$ cat src/rtl/alu_commit_arbiter_if.sv
// Core sizing constants plus the commit-arbiter bus bundle.
// Carries the ALU commit side, the write-back port and the error/trap port.
// The master modport is the arbiter; the slave modport is the ALUs and consumers.
package core_config_pkg;
    localparam int XLEN       = 32;
    localparam int REG_ADDR_W = 5;
endpackage

interface alu_commit_arbiter_if #(
    parameter int N_PORTS    = 4,
    parameter int XLEN       = core_config_pkg::XLEN,
    parameter int REG_ADDR_W = core_config_pkg::REG_ADDR_W,
    parameter int SRC_W      = $clog2(N_PORTS)
);
    logic [N_PORTS*XLEN-1:0]       alu_res;
    logic [N_PORTS*REG_ADDR_W-1:0] alu_rd;
    logic [N_PORTS-1:0]            alu_valid;
    logic [N_PORTS-1:0]            alu_error;
    logic [N_PORTS-1:0]            alu_clear;
    logic                          flush;
    logic                          wb_ready;
    logic                          wb_en;
    logic [REG_ADDR_W-1:0]         wb_rd;
    logic [XLEN-1:0]               wb_data;
    logic [SRC_W-1:0]              wb_src;
    logic                          err_valid;
    logic [SRC_W-1:0]              err_src;
    logic [REG_ADDR_W-1:0]         err_rd;

    modport master (
        input  alu_res, alu_rd, alu_valid, alu_error, flush, wb_ready,
        output alu_clear, wb_en, wb_rd, wb_data, wb_src, err_valid, err_src, err_rd
    );

    modport slave (
        output alu_res, alu_rd, alu_valid, alu_error, flush, wb_ready,
        input  alu_clear, wb_en, wb_rd, wb_data, wb_src, err_valid, err_src, err_rd
    );
endinterface

$ cat src/rtl/alu_commit_arbiter.sv
// Round-robin arbiter sharing one write-back port among N_PORTS ALUs; errors go to a trap port.
// Latency: ALU valid at cycle T -> wb_en at T+1; one commit per cycle sustained.
// Backpressure: hold stage stalls while FULL && !wb_ready (no grants, no clears). Optional: ALU_COMMIT_X0_DROP_EN.
module alu_commit_arbiter #(
    parameter int N_PORTS    = 4,
    parameter int XLEN       = core_config_pkg::XLEN,
    parameter int REG_ADDR_W = core_config_pkg::REG_ADDR_W,
    parameter int SRC_W      = $clog2(N_PORTS)
) (
    input  logic                 clk,
    input  logic                 rst_n,
    alu_commit_arbiter_if.master bus
);

    typedef enum logic {EMPTY = 1'b0, FULL = 1'b1} state_t;

    state_t                  state;
    logic [SRC_W-1:0]        rr_ptr;
    logic                    can_accept;
    logic                    scan_hit;
    logic                    grant;
    logic [SRC_W-1:0]        grant_idx;
    logic [SRC_W-1:0]        rr_next;
    logic [XLEN-1:0]         g_res;
    logic [REG_ADDR_W-1:0]   g_rd;
    logic                    g_err;
    logic                    x0_drop;

    assign can_accept = (state == EMPTY) || bus.wb_ready;
    assign grant      = scan_hit && can_accept && !bus.flush;
    assign g_res      = bus.alu_res[int'(grant_idx)*XLEN +: XLEN];
    assign g_rd       = bus.alu_rd[int'(grant_idx)*REG_ADDR_W +: REG_ADDR_W];
    assign g_err      = bus.alu_error[grant_idx];
    assign rr_next    = (grant_idx == SRC_W'(N_PORTS-1)) ? '0 : grant_idx + 1'b1;
    assign bus.wb_en  = (state == FULL);

`ifdef ALU_COMMIT_X0_DROP_EN
    // x0 writes are architecturally dead: grant and clear them but never present them.
    assign x0_drop = (g_rd == '0);
`else
    assign x0_drop = 1'b0;
`endif

    // Scan alu_valid from rr_ptr upward with wrap; first set bit wins.
    always_comb begin
        int idx;
        scan_hit  = 1'b0;
        grant_idx = '0;
        idx       = 0;
        for (int k = 0; k < N_PORTS; k++) begin
            idx = int'(rr_ptr) + k;
            if (idx >= N_PORTS) idx = idx - N_PORTS;
            if (!scan_hit && bus.alu_valid[idx]) begin
                scan_hit  = 1'b1;
                grant_idx = SRC_W'(idx);
            end
        end
    end

    // Clear pulse: every pending ALU on flush, else only the granted one; silent in reset.
    always_comb begin
        bus.alu_clear = '0;
        if (!rst_n) begin
            bus.alu_clear = '0;
        end else if (bus.flush) begin
            bus.alu_clear = bus.alu_valid;
        end else if (grant) begin
            bus.alu_clear[grant_idx] = 1'b1;
        end
    end

    // Hold-stage FSM, round-robin pointer and registered write-back / error outputs.
    always_ff @(posedge clk or negedge rst_n) begin
        if (!rst_n) begin
            state         <= EMPTY;
            rr_ptr        <= '0;
            bus.wb_rd     <= '0;
            bus.wb_data   <= '0;
            bus.wb_src    <= '0;
            bus.err_valid <= 1'b0;
            bus.err_src   <= '0;
            bus.err_rd    <= '0;
        end else if (bus.flush) begin
            state         <= EMPTY;
            bus.err_valid <= 1'b0;
        end else begin
            bus.err_valid <= 1'b0;
            if (grant) begin
                rr_ptr <= rr_next;
                if (g_err) begin
                    // A grant implies can_accept, so any held entry is drained this edge.
                    bus.err_valid <= 1'b1;
                    bus.err_src   <= grant_idx;
                    bus.err_rd    <= g_rd;
                    state         <= EMPTY;
                end else if (x0_drop) begin
                    state <= EMPTY;
                end else begin
                    bus.wb_rd   <= g_rd;
                    bus.wb_data <= g_res;
                    bus.wb_src  <= grant_idx;
                    state       <= FULL;
                end
            end else if (state == FULL && bus.wb_ready) begin
                state <= EMPTY;
            end
        end
    end

endmodule

$ cat src/flat_wrapper.sv
// flat-port wrapper written by rule: the top's interface ports become plain ports
module alu_commit_arbiter_flat 
#(
    parameter int N_PORTS    = 4,
    parameter int XLEN       = core_config_pkg::XLEN,
    parameter int REG_ADDR_W = core_config_pkg::REG_ADDR_W,
    parameter int SRC_W      = $clog2(N_PORTS)
)
  (clk, rst_n, bus_alu_res, bus_alu_rd, bus_alu_valid, bus_alu_error, bus_flush, bus_wb_ready, bus_alu_clear, bus_wb_en, bus_wb_rd, bus_wb_data, bus_wb_src, bus_err_valid, bus_err_src, bus_err_rd);
  alu_commit_arbiter_if #(.N_PORTS(N_PORTS), .XLEN(XLEN), .REG_ADDR_W(REG_ADDR_W), .SRC_W(SRC_W)) bus_i ();
  input  logic clk;
  input  logic rst_n;
  input wire logic [$bits(bus_i.alu_res)-1:0] bus_alu_res;
  input wire logic [$bits(bus_i.alu_rd)-1:0] bus_alu_rd;
  input wire logic [$bits(bus_i.alu_valid)-1:0] bus_alu_valid;
  input wire logic [$bits(bus_i.alu_error)-1:0] bus_alu_error;
  input wire logic [$bits(bus_i.flush)-1:0] bus_flush;
  input wire logic [$bits(bus_i.wb_ready)-1:0] bus_wb_ready;
  output wire logic [$bits(bus_i.alu_clear)-1:0] bus_alu_clear;
  output wire logic [$bits(bus_i.wb_en)-1:0] bus_wb_en;
  output wire logic [$bits(bus_i.wb_rd)-1:0] bus_wb_rd;
  output wire logic [$bits(bus_i.wb_data)-1:0] bus_wb_data;
  output wire logic [$bits(bus_i.wb_src)-1:0] bus_wb_src;
  output wire logic [$bits(bus_i.err_valid)-1:0] bus_err_valid;
  output wire logic [$bits(bus_i.err_src)-1:0] bus_err_src;
  output wire logic [$bits(bus_i.err_rd)-1:0] bus_err_rd;
  assign bus_i.alu_res = bus_alu_res;
  assign bus_i.alu_rd = bus_alu_rd;
  assign bus_i.alu_valid = bus_alu_valid;
  assign bus_i.alu_error = bus_alu_error;
  assign bus_i.flush = bus_flush;
  assign bus_i.wb_ready = bus_wb_ready;
  assign bus_alu_clear = bus_i.alu_clear;
  assign bus_wb_en = bus_i.wb_en;
  assign bus_wb_rd = bus_i.wb_rd;
  assign bus_wb_data = bus_i.wb_data;
  assign bus_wb_src = bus_i.wb_src;
  assign bus_err_valid = bus_i.err_valid;
  assign bus_err_src = bus_i.err_src;
  assign bus_err_rd = bus_i.err_rd;
  alu_commit_arbiter #(.N_PORTS(N_PORTS), .XLEN(XLEN), .REG_ADDR_W(REG_ADDR_W), .SRC_W(SRC_W)) u_core (.clk(clk), .rst_n(rst_n), .bus(bus_i));
endmodule
$ cat config.mk
export PLATFORM = sky130hd
export DESIGN_NAME = alu_commit_arbiter_flat
export DESIGN_NICKNAME = d
export VERILOG_FILES = /design/src/rtl/alu_commit_arbiter_if.sv /design/src/rtl/alu_commit_arbiter.sv /design/src/flat_wrapper.sv
export SDC_FILE = /design/constraint.sdc
export NUM_CORES = 1
export LEC_CHECK = 0
export BUFFER_PORTS_ARGS = -buffer_cell sky130_fd_sc_hd__buf_2
export CORE_MARGIN = 1.5
export CORE_UTILIZATION = 47
export CTS_CLUSTER_DIAMETER = 80
export DETAILED_ROUTE_END_ITERATION = 6
export PLACE_DENSITY_LB_ADDON = 0.15
export RECOVER_POWER = 50
export SLEW_MARGIN = 20
export SYNTH_ARGS = -nofsm -noshare
export SYNTH_HDL_FRONTEND = slang
export SYNTH_SLANG_ARGS = --single-unit
export TNS_END_PERCENT = 50
$ cat constraint.sdc
create_clock -name clk -period 4.96 [get_ports clk]
set_input_delay 0.496 -clock clk [delete_from_list [all_inputs] [get_ports clk]]
set_output_delay 0.496 -clock clk [all_outputs]
set_load 0.05 [all_outputs]
# Yosys cells after proc, flatten, opt, wreduce, memory -nomap -nowiden
# Index checks and enable logic that the tools add are counted.
totals:
  inputBits: 160
  word_cells: 88
  regBits: 50
  output_inout_bits: 52
op_classes:
  add_sub_neg: 8
  n_eq_ne: 1
  mux: 39
  mul: 1
  n_shift: 2
  bitwise: 3
  n_reduce_logical: 16
  n_lt_le_gt_ge: 10
ops:
  columns: ["cell", "n"]
  rows:
  - ["< comparator 32 x 4 -> 1 bit, second input constant", 4]
  - ["two-way mux 32 bit", 4]
  - ["indexed part select 128 x 8 -> 32 bit", 1]
  - [">= comparator 32 x 4 -> 1 bit, second input constant", 3]
  - ["subtractor 32 x 4 -> 32 bit, second input constant", 3]
  - ["indexed part select 20 x 32 -> 5 bit", 1]
  - ["two-way mux 1 bit", 21]
  - ["two-way mux 4 bit", 3]
  - ["binary-select mux 1 bit (select 2 bit)", 5]
  - ["two-way mux 2 bit", 5]
  - ["logical AND 1 bit", 7]
  - ["adder 2 x 2 -> 3 bit, second input constant", 2]
  - ["AND reduction 3 bit", 2]
  - ["multiplier 2 x 3 -> 5 bit, second input constant", 1]
  - ["logical NOT 1 bit", 4]
  - ["subtractor 2 x 3 -> 4 bit, second input constant", 1]
  - ["adder 2 x 1 -> 3 bit, second input constant", 1]
  - [">= comparator 2 x 3 -> 1 bit, second input constant", 1]
  - ["< comparator 2 x 3 -> 1 bit, second input constant", 1]
  - ["NOT 1 bit", 3]
  - ["nonzero test 3 bit", 1]
  - ["adder 2 x 1 -> 2 bit, second input constant", 1]
  - ["demux 1 bit (select 2 bit)", 1]
  - ["equality test 2 bit, second input constant", 1]
  - ["3 further kinds", 3]

# Depth between registers and ports, before layout
logic_depth:
  depth_word: 22
  ltp_mapped: 9
  mapped_depth_nobuf: 7

# Least setup slack after synthesis
# OpenSTA, ideal clock, no wires.
synth_timing:
  path_type: "in2out"
  start: "input port bus_alu_valid[0]"
  end: "output port bus_alu_clear[3]"
  arrival_time_ps: 2490
  cell_stages: 9
  setup_slack_ps: 1974
  cell_sequence: "nor2b_1 > o21bai_1 > nand2_1 > inv_2 > buf_2 > buf_2 > ha_1 > a22oi_1 > nor2b_1"
synth_via:
  elab_chain_cells: 20
  word_cells_on_any_way: 36
  classes_between: "order compare (2); mux (25); reduce/logical (9)"
synth_rtl:
  columns: ["element", "line_no", "source"]
  rows:
  - ["start: declaration", "flat_wrapper.sv:15", "input wire logic [$bits(bus_i.alu_valid)-1:0] bus_alu_valid;"]
  - ["binary-select mux 1 bit (select 2 bit)", "alu_commit_arbiter.sv:53", "if (!scan_hit && bus.alu_valid[idx]) begin"]
  - ["two-way mux 1 bit (not written as such) (2 in series)", "alu_commit_arbiter.sv:53", null]
  - ["two-way mux 1 bit", "alu_commit_arbiter.sv:53", null]
  - ["logical NOT 1 bit", "alu_commit_arbiter.sv:53", null]
  - ["logical AND 1 bit", "alu_commit_arbiter.sv:53", null]
  - ["two-way mux 1 bit", "alu_commit_arbiter.sv:53", null]
  - ["logical NOT 1 bit", "alu_commit_arbiter.sv:53", null]
  - ["logical AND 1 bit", "alu_commit_arbiter.sv:53", null]
  - ["[3 not listed]", null, null]
  - ["two-way mux 2 bit", "alu_commit_arbiter.sv:53", null]
  - ["< comparator 2 x 3 -> 1 bit (not written as such) / >= comparator 2 x 1 -> 1 bit (equally long branches)", "alu_commit_arbiter.sv:68", "bus.alu_clear[grant_idx] = 1'b1;"]
  - ["logical AND 1 bit (not written as such)", "alu_commit_arbiter.sv:68", null]
  - ["two-way mux 1 bit (not written as such)", "alu_commit_arbiter.sv:68", null]
  - ["demux 1 bit (select 2 bit)", null, null]
  - ["two-way mux 4 bit *", "alu_commit_arbiter.sv:67", "end else if (grant) begin"]
  - ["two-way mux 4 bit *", "alu_commit_arbiter.sv:65", "end else if (bus.flush) begin"]
  - ["two-way mux 4 bit *", "alu_commit_arbiter.sv:63", "if (!rst_n) begin"]
  - ["end: declaration", "flat_wrapper.sv:19", "output wire logic [$bits(bus_i.alu_clear)-1:0] bus_alu_clear;"]
# Every way passes the cells marked *; elsewhere a longest branch is shown, timed or not. The select of a mux whose other input is x is not followed.

# Worst setup path in the final report
layout_timing:
  start: "register u_core.rr_ptr[1]"
  end: "output port bus_alu_clear[3]"
layout_via:
  elab_chain_cells: 22
  word_cells_on_any_way: 51
  classes_between: "add/sub (7); order compare (6); mux (29); reduce/logical (9)"
layout_rtl:
  columns: ["element", "line_no", "source"]
  rows:
  - ["start: declaration", "alu_commit_arbiter.sv:18", "logic [SRC_W-1:0] rr_ptr;"]
  - ["start signal: assignment", "alu_commit_arbiter.sv:89", "rr_ptr <= rr_next;"]
  - ["branches (longest 19 deep; another with subtractor 32 x 4 -> 32 bit)", null, null]
  - ["two-way mux 4 bit *", "alu_commit_arbiter.sv:67", null]
  - ["two-way mux 4 bit *", "alu_commit_arbiter.sv:65", null]
  - ["two-way mux 4 bit *", "alu_commit_arbiter.sv:63", null]
# Every way passes the cells marked *. The select of a mux whose other input is x is not followed.

==> metrics.md <==
| Metric | Value |
|---|---|
| Cell area power density | `633 mW/mm^2` |
| Slowest cell on the critical path | `sky130_fd_sc_hd__inv_2` |
| First-pass GRT wire length | `roughly 13000 um` |
| Total of fill cells in the finished design | `607` |
| Clock tree from TritonCTS | `done` |
| Netlist Area Pre-Place | `0.00333 mm^2` |
| Violations in the final reports | `max-capacitance violations, max-slew violations` |
| Post-synthesis sequential element count | `50` |
| Rows | `30` |
| Residual DRC count | `0` |
| Width of the chip | `87.1 um` |
| Detail-routed net length per standard cell | `between 10 and 15 um` |
| Final design instance area without fill | `0.00454 mm^2` |
| Gate count after technology mapping | `277` |
| Clock root buffer | `sky130_fd_sc_hd__clkbuf_8` |
| Post-synthesis share of cell area spent on and, or, nand and nor gates | `under 10%` |
| Worst supply voltage drop on vdd | `~0.33 mV` |
| Share of cells above drive strength 1 | `42.9%` |
| Total number of nets in the final design | `approximately 640` |
| Area inside the core boundary | `0.00683 mm^2` |
| Average vias per placed instance | `5.05` |
| Worst slack after detailed placement | `approximately 1200 ps` |
| Placer Congestion | `roughly 0.87` |
| Maximum clock path buffer count | `2` |
| Total congestion overflow after global routing | `0` |
| Maximum cell stage delay along the critical path | `810 ps` |
| Violation count after the first detailed-route iteration | `76` |
| Post-DRT Antenna Nets | `0` |
| Via count of the first global-routing pass | `~2900` |
| Gates resized, CTS repair | `0` |
| Syn. warnings | `0` |
| Antenna violations before repair | `0` |
| Leakage power summed over all cells | `2.47 nW` |
| Dpl hpwl | `6870 um` |
| Worst slew pin tran | `1510 ps` |
| Main combinational cell family by area after synthesis | `multiplexers` |
| Die area | `0.00759 mm^2` |
| Final critical-path setup slack | `1660 ps` |
| Port buffer count | `about 210` |
| TritonCTS Buffers | `5` |
| Number of buffers inserted by post-CTS setup repair | `0` |
| Number of hold-repair buffers added at the cts stage | `0` |
| Largest fanout on the critical path | `39` |
| Post-route fraction of the period consumed by the critical path | `66.5%` |
| Clock latency on the worst-skew pair | `290 ps` |
| Critical Path AT | `2800 ps` |
| Placed instance area | `0.00445 mm^2` |
| Worst-case register-to-register setup slack | `1690 ps` |
| Critical Path Source Type | `flop` |
| Post-CTS clock slew at the launch and capture registers of the worst setup and hold paths | `80 ps` |
| XOR/XNOR Fraction of Synth Area | `0%` |
| Compound-cell area share of the yosys netlist | `5.19%` |
| CP required | `4460 ps` |
| Number of top-level design ports | `~210` |
| Top cell by count, worst path | `sky130_fd_sc_hd__nand2_1` |
| Proportion of synthesized chip area in sequential cells | `37.6%` |
| Worst path cell trace | `nand2_1 -> a221o_1 -> nand2_1 -> inv_2 -> ha_1 -> a22oi_1 -> nor2b_1 -> buf_2` |
| Die Ht | `87.1 um` |
| Tmin final | `3300 ps` |
| Maxcap violations | `1` |
| CTS HTree Levels | `2` |
| Synth cell types | `36` |
| DRT Pass-1 Iters | `4` |
| Adder-Cell Fraction of Synth Area | `less than 1%` |
| Critical Setup Path Class | `flop to output pin` |
| Total via count after detailed routing | `about 3000` |
| Total wire length after detailed routing | `8550 um` |
| Pin count of the biggest net entering global routing | `51` |
| Final hold violation count | `0` |
| Global router's overall resource usage | `21.5%` |
| Antenna diode count | `0` |
| Final number of setup-violating endpoints | `0` |
| Area Growth Syn to Fin | `36.4%` |
| Type of the worst min-delay path | `input port to flop` |
| Clock Skews | `6.78 ps` |
| Summed negative setup slack over all endpoints | `0 ps` |
| Sinks on Clock Net | `50` |
| Post-Syn Area per Cell | `roughly 12 um^2` |
| Unrepaired setup endpoints after global routing | `false` |
| Syn_nets | `438` |
| Timing-limited maximum frequency | `303 MHz` |
| Endpoint kind of the worst setup timing path | `output pin` |
| Effective utilization at floorplan | `48.7%` |
| Result of the run | `finished with violations` |
| Final Slew Violations | `30` |
| Multiplexer share of the synthesized area | `49.8%` |
| Slew Limit Headroom | `-0.514%` |
-- cells in the final DEF (no fill, tap or decap), types with 2 or more instances in the layout --
cell	count
sky130_fd_sc_hd__a21boi_1	2
sky130_fd_sc_hd__a21oi_1	2
sky130_fd_sc_hd__and2_1	2
sky130_fd_sc_hd__buf_2	184
sky130_fd_sc_hd__clkbuf_1	28
sky130_fd_sc_hd__clkbuf_8	6
sky130_fd_sc_hd__dfrtp_1	50
sky130_fd_sc_hd__inv_1	4
sky130_fd_sc_hd__mux2_1	39
sky130_fd_sc_hd__mux2_2	6
sky130_fd_sc_hd__mux2i_1	112
sky130_fd_sc_hd__mux2i_2	2
sky130_fd_sc_hd__nand2_1	9
sky130_fd_sc_hd__nand2b_1	2
sky130_fd_sc_hd__nand3_1	2
sky130_fd_sc_hd__nor2b_1	3
sky130_fd_sc_hd__o21ai_0	3
sky130_fd_sc_hd__o21ai_1	3
sky130_fd_sc_hd__o22ai_1	3
-- layout make-up --
cell class	instances	area [um^2]	area share (%)
multi-input combinational	205	1970	43.3
clock inverter	1	30.0	0.662
tap	96	120	2.65
clock buffer	6	82.6	1.82
sequential	50	1250	27.6
inverter	5	18.8	0.414
timing repair buffer	215	1070	23.5
-- state kept, by name, indices dropped and copies added, names as in the netlist --
signal	flops
u_core.bus.err_rd	5
u_core.bus.err_src	2
u_core.bus.err_valid	1
u_core.bus.wb_data	32
u_core.bus.wb_en	1
u_core.bus.wb_rd	5
u_core.bus.wb_src	2
u_core.rr_ptr	2
-- critical path: cells and delay by family (launching register included) --
family                   cells  cell delay (ps)
AO/OA/AOI/OAI                2              280
AND/OR/NAND/NOR              3              390
buffers and inverters        2             1080
flip-flops                   1              440
adder cells (fa/ha/maj)      1              320
-- report_power, final --
group / switching (mW) / internal [mW] / total [mW]
Sequential: 0.115 / 0.615 / 0.730
Clock: 0.123 / 0.161 / 0.284
Combinational: 1.26 / 0.600 / 1.86
-- kinds of logic (layout without fill, tap and decap cells) --
logic type,Yosys count,count (layout)
simple gates,23,23
mux,159,159
compound gates,22,22
buf+inv,22,227
flops,50,50
fa+ha+maj,1,1
-- path summary, 6_finish.rpt --
kind,cells past startpoint,from,endpoint
min in group asynchronous,1,rst_n,u_core.rr_ptr[0]$_DFFE_PN0P_
max reg2reg,6,u_core.rr_ptr[1]$_DFFE_PN0P_,u_core.bus.wb_data[8]$_DFFE_PN0P_
max,8,u_core.rr_ptr[1]$_DFFE_PN0P_,bus_alu_clear[3]
max in group asynchronous,2,rst_n,u_core.bus.wb_data[10]$_DFFE_PN0P_
min,2,bus_flush,u_core.bus.wb_en$_DFFE_PN0P_
min reg2reg,1,u_core.bus.wb_data[5]$_DFFE_PN0P_,u_core.bus.wb_data[5]$_DFFE_PN0P_
-- layer usage --
metal  up-vias  part of all wire (%)  wire length, um  global-route usage (%)
li1       1430                     -                -                       -
met3        12                   8.1              697                    5.02
met5         -                     0                0                       0
met2       131                    52             4450                    41.0
met4         0                   1.5              127                    6.35
met1      1344                    38             3280                    23.5
-- through the flow --
step / std cells / hold slack [ps] / total power, mW / utilization (%)
after floorplan: 277 / 200 / 2.18 / -
after global placement: 570 / 465 / 2.60 / 65.1
after detailed placement: 570 / 469 / 2.64 / 65.1
after CTS: 577 / 224 / 2.93 / 66.8
after global routing: 578 / 474 / 3.04 / 66.4
final: 578 / 478 / 2.87 / 66.4
-- cell usage after synthesis --
cell type / count / area share [%]
sky130_fd_sc_hd__ha_1: 1 / 0.38
sky130_fd_sc_hd__o21ai_1: 3 / 0.45
sky130_fd_sc_hd__nor2b_1: 3 / 0.56
sky130_fd_sc_hd__dfrtp_1: 50 / 38
sky130_fd_sc_hd__mux2_1: 39 / 13
sky130_fd_sc_hd__buf_2: 10 / 1.5
sky130_fd_sc_hd__a22oi_1: 2 / 0.45
sky130_fd_sc_hd__a21oi_1: 2 / 0.30
sky130_fd_sc_hd__nand2b_1: 2 / 0.38
sky130_fd_sc_hd__nand2_1: 9 / 1.0
sky130_fd_sc_hd__a221oi_1: 1 / 0.26
sky130_fd_sc_hd__mux2i_2: 2 / 0.83
sky130_fd_sc_hd__buf_4: 1 / 0.23
sky130_fd_sc_hd__or3_1: 1 / 0.19
sky130_fd_sc_hd__o22ai_2: 1 / 0.38
sky130_fd_sc_hd__or4_1: 1 / 0.23
sky130_fd_sc_hd__clkbuf_1: 3 / 0.34
sky130_fd_sc_hd__inv_1: 4 / 0.45
sky130_fd_sc_hd__o221ai_4: 1 / 0.79
sky130_fd_sc_hd__buf_6: 2 / 0.68
sky130_fd_sc_hd__o21ba_2: 1 / 0.30
sky130_fd_sc_hd__a22o_1: 1 / 0.26
sky130_fd_sc_hd__o21ai_0: 3 / 0.45
sky130_fd_sc_hd__mux2i_1: 112 / 34
sky130_fd_sc_hd__mux2_2: 6 / 2.0
sky130_fd_sc_hd__o22ai_1: 3 / 0.56
sky130_fd_sc_hd__a21boi_1: 2 / 0.45
sky130_fd_sc_hd__inv_2: 1 / 0.11
sky130_fd_sc_hd__and2_1: 2 / 0.38
sky130_fd_sc_hd__nand3_1: 2 / 0.30
sky130_fd_sc_hd__nor3_1: 1 / 0.15
sky130_fd_sc_hd__and3_1: 1 / 0.19
sky130_fd_sc_hd__a221o_1: 1 / 0.30
sky130_fd_sc_hd__o21bai_1: 1 / 0.23
sky130_fd_sc_hd__buf_1: 1 / 0.11
sky130_fd_sc_hd__or3b_1: 1 / 0.26
No activity file was read; power rests on OpenSTA's default activity.
